$ cat src/rtl/sync_down_counter_pkg.sv
// Shared definitions for the countdown counters: FSM states, datapath
// operations and the default counter width.
package sync_down_counter_pkg;

    localparam int DEFAULT_CNT_WIDTH = 4;

    typedef enum logic [1:0] {
        IDLE  = 2'd0,
        RUN   = 2'd1,
        PAUSE = 2'd2,
        DONE  = 2'd3
    } cnt_state_t;

    typedef enum logic [1:0] {
        CNT_HOLD   = 2'd0,
        CNT_LOAD   = 2'd1,
        CNT_DEC    = 2'd2,
        CNT_RELOAD = 2'd3
    } cnt_op_t;

endpackage

$ cat src/rtl/sync_down_counter_cnt_ctrl_fsm.sv
// Control FSM of the down counter: owns the state register and decides
// what the datapath does to count on every edge.
module cnt_ctrl_fsm
    import sync_down_counter_pkg::*;
(
    input  logic       clk,
    input  logic       reset,
    input  logic       load,
    input  logic       start,
    input  logic       stop,
    input  logic       auto_reload,
    input  logic       count_zero,
    input  logic       reload_zero,
    output cnt_state_t state,
    output cnt_op_t    op
);

    cnt_state_t next_state;

    // State register, cleared synchronously.
    always_ff @(posedge clk) begin
        if (reset) begin
            state <= IDLE;
        end else begin
            state <= next_state;
        end
    end

    // Next-state and datapath-op decode; load beats stop, stop beats start.
    always_comb begin
        next_state = state;
        op         = CNT_HOLD;
        if (load) begin
            next_state = IDLE;
            op         = CNT_LOAD;
        end else begin
            case (state)
                IDLE: begin
                    if (!stop && start && !count_zero) begin
                        next_state = RUN;
                    end
                end
                RUN: begin
                    if (stop) begin
                        next_state = PAUSE;
                    end else if (!count_zero) begin
                        op = CNT_DEC;
                    end else if (auto_reload && !reload_zero) begin
                        op = CNT_RELOAD;
                    end else begin
                        next_state = DONE;
                    end
                end
                PAUSE: begin
                    if (!stop && start) begin
                        next_state = RUN;
                    end
                end
                DONE: begin
                    if (!stop && start && !reload_zero) begin
                        next_state = RUN;
                        op         = CNT_RELOAD;
                    end
                end
                default: begin
                    next_state = IDLE;
                end
            endcase
        end
    end

endmodule

$ cat src/rtl/sync_down_counter.sv
// Loadable synchronous down counter / countdown timer with start, pause,
// resume and optional auto-reload on terminal count.
module sync_down_counter
    import sync_down_counter_pkg::*;
#(
    parameter int WIDTH = DEFAULT_CNT_WIDTH
) (
    input  logic             clk,
    input  logic             reset,
    input  logic             load,
    input  logic [WIDTH-1:0] load_val,
    input  logic             start,
    input  logic             stop,
    input  logic             auto_reload,
    output logic [WIDTH-1:0] count,
    output logic             tc,
    output logic             busy,
    output logic             done
);

    logic [WIDTH-1:0] reload_reg;
    cnt_state_t       state;
    cnt_op_t          op;
    logic             count_zero;
    logic             reload_zero;

    assign count_zero  = (count == '0);
    assign reload_zero = (reload_reg == '0);

    cnt_ctrl_fsm u_ctrl (
        .clk         (clk),
        .reset       (reset),
        .load        (load),
        .start       (start),
        .stop        (stop),
        .auto_reload (auto_reload),
        .count_zero  (count_zero),
        .reload_zero (reload_zero),
        .state       (state),
        .op          (op)
    );

    // Count and reload registers follow the operation chosen by the FSM.
    always_ff @(posedge clk) begin
        if (reset) begin
            count      <= '0;
            reload_reg <= '0;
        end else begin
            case (op)
                CNT_LOAD: begin
                    count      <= load_val;
                    reload_reg <= load_val;
                end
                CNT_DEC:    count <= count - WIDTH'(1);
                CNT_RELOAD: count <= reload_reg;
                default:    count <= count;
            endcase
        end
    end

    assign tc   = (state == RUN) && count_zero;
    assign busy = (state == RUN);
    assign done = (state == DONE);

endmodule
$ cat config.mk
export PLATFORM = sky130hd
export DESIGN_NAME = sync_down_counter
export DESIGN_NICKNAME = d
export VERILOG_FILES = /design/src/rtl/sync_down_counter_pkg.sv /design/src/rtl/sync_down_counter_cnt_ctrl_fsm.sv /design/src/rtl/sync_down_counter.sv
export SDC_FILE = /design/constraint.sdc
export NUM_CORES = 1
export LEC_CHECK = 0
export ABC_AREA = 1
export BUFFER_PORTS_ARGS = -buffer_cell sky130_fd_sc_hd__buf_2
export CAP_MARGIN = 20
export CORE_ASPECT_RATIO = 0.8
export CORE_MARGIN = 4
export CORE_UTILIZATION = 30
export DETAILED_ROUTE_END_ITERATION = 8
export PLACE_DENSITY = 0.59
export SKIP_CTS_REPAIR_TIMING = 1
export SLEW_MARGIN = 0
export SYNTH_ARGS = -nofsm -noshare
export SYNTH_HDL_FRONTEND = slang
export SYNTH_SLANG_ARGS = --single-unit
$ cat constraint.sdc
create_clock -name clk -period 1.4 [get_ports clk]
set_clock_uncertainty 0.2 [all_clocks]
set_input_delay 0.42 -clock clk [delete_from_list [all_inputs] [get_ports clk]]
set_output_delay 0.42 -clock clk [all_outputs]
set_load 0.02 [all_outputs]
==> metrics.txt <==
relative slew slack=83.5%; Final ANT Viol Nets=0; crit start category=flip-flop; CTS tree=done; Core ar.=roughly 2200 sq um; row count=15; WP data required=0.78 ns; top post-synthesis cells by area=dfxtp_1 (29%), nand2_1 (13%), nor2_1 (7.7%); Ports=17; Least-Margin Pin Slew=0.248 ns; initial antenna violation count=0; count of different cell masters after synthesis=21; Hold WS=0.173 ns; Clk Latency, worst-skew pair=0.27 ns; Slowest cell on crit path=dfxtp_4; clock sinks=10; crit path time final=roughly 1.8 ns; synthesized area per cell=6.75 sq um; global-route wire length before repair=2750 um; Hold Vio Cnt, Final=0; Nets=150; status=complete, but fails checks; DR WL/cell=11.2 um; initial core utilization=31.6%; power density over cell area=718 nW/um^2; hpwl dp=around 1300 um; Setup violations, final=9; Worst EP arrival=around 1.1 ns; total of max-cap violations=0; mapped cell area=682 sq um; Die Height=50.6 um; number of global-route vias before repair=678; Horiz. Die Dim=61.3 um; CP Max Fanout=4; Worst-path clk slew=about 0.07 ns; met2 GRT Util=between 10% and 20%; final weighted congestion in routability-driven placement=approximately 0.76; Port Buffers=16; number of iterations in the first detailed-routing pass=3; total power=0.000769 W; Top FF cell, synth=dfxtp_1; n_diodes=0; CTS Buf Count=3; Total GRT Usage=12.1%; final cycle utilization of the critical path=126%; VDD IR max=0.460 mV; syn nets=112; failing checks=negative setup slack; most used routing layer=met2; remaining global-route overflow=0; ys async rst share=0%; dpl cells=about 160; DR iter-0 viols=9; htree depth=1; pre-CTS WS=-0.231 ns; Layout Utilization=between 40 and 50%; RSZ-0062 raised after global routing=yes; Peak Freq=568 MHz; area leader, netlist=dfxtp_1; HP Class=in -> reg; sequential fraction of the synthesis area=29.4%; Via Count=about 740; M1 GR Usage=14.8%; routed wire length=approximately 1800 um; Pleak=between 0.5 and 0.6 nW; PnR worst setup slack=-0.359 ns; Syn-to-layout area delta=57.1%; DRC violations left=0; layout cells sized above 1=54.7%; Yosys reg bits=10; largest net degree at the start of global routing=8; CP Capture Type=output pin; M3 GR Usage=4.88%; Max Slew Vio Count=0; Yosys top cell area share=between 20 and 30%; Post-synth EDFFs=0; DIE AREA=3100 sq um; WP buf/inv=2; YS warnings=0; slowest stage delay, CP=0.35 ns; clock buffer depth=2; Worst path top cell family by delay=flip-flops; Setup CP Type=reg -> out; critical path cell sequence=inv_4, ha_4, nand3_4, nor2_4, buf_6; via/cell ratio=around 4.5; Syn Inst Count=a little over 100; final std cells w/o fill=162; clk root buf=clkbuf_4
-- cell families (layout without fill, tap and decap cells) --
family,Yosys count,after routing,share of synthesized area [%]
adders and majority gates,1,1,1.83
DFF,10,10,29.4
buffers and inverters,19,55,10.5
xor gates and xnor gates,2,2,2.57
and+or+nand+nor,60,60,46.6
AOI/OAI and AO/OA,9,9,9.17
-- path summary, 6_finish.rpt --
path | start | slack, ns | end | cells after the start
hold / removal | reset | 0.17 | reload_reg[3] | 2
setup reg to reg | count[1] | -0.18 | count[1] | 10
setup / recovery | count[1] | -0.36 | tc | 5
hold reg to reg | reload_reg[1] | 0.28 | reload_reg[1] | 2
-- stage by stage --
step	setup TNS [ns]	cell area, sq um
after floorplan	-0.356	719
after global placement	-0.968	928
after detailed placement	-1.10	928
after CTS	-1.65	951
after global routing	-2.04	1070
final	-1.39	1070
-- power breakdown --
part	switching (W)	leakage [nW]	internal, W
Clock	0.000104	0.0138	0.0000996
Combinational	0.000132	0.434	0.000119
Sequential	0.0000136	0.0855	0.000302
Total	0.000250	0.533	0.000520
-- synth_stat cells, types with 2 or more instances --
| master | instances |
|---|---|
| a21oi_1 | 2 |
| a21oi_2 | 3 |
| dfxtp_1 | 10 |
| inv_1 | 13 |
| inv_2 | 6 |
| nand2_1 | 23 |
| nand2_2 | 2 |
| nand2_4 | 2 |
| nand3_1 | 8 |
| nand3_2 | 4 |
| nor2_1 | 14 |
| nor2_4 | 2 |
| nor3_1 | 3 |
| xor2_1 | 2 |
-- metal layers --
layer	wire (um)	share of wire (%)
met5	0	0
met4	49	2.7
met3	100	5.5
met2	829	46
met1	830	46
-- cell usage in the layout (no fill, tap or decap), drive strengths merged --
cell type,Yosys,layout
a211oi,1,1
a21oi,5,5
buf,0,33
clkbuf,0,3
dfxtp,10,10
ha,1,1
inv,19,19
nand2,27,27
nand3,12,12
nand4,1,1
nor2,17,17
nor3,3,3
o21ai,2,2
o311ai,1,1
xor2,2,2
-- cell type report --
type / count / area (sq um)
clock buffers: 3 / 22.5
flip-flops and latches: 10 / 214
repair buffers: 33 / 250
inverters: 19 / 78.8
multi-input cells: 72 / 474
fillers: 218 / 1090
well taps: 25 / 31.3
(Power assumes the default switching activity.)
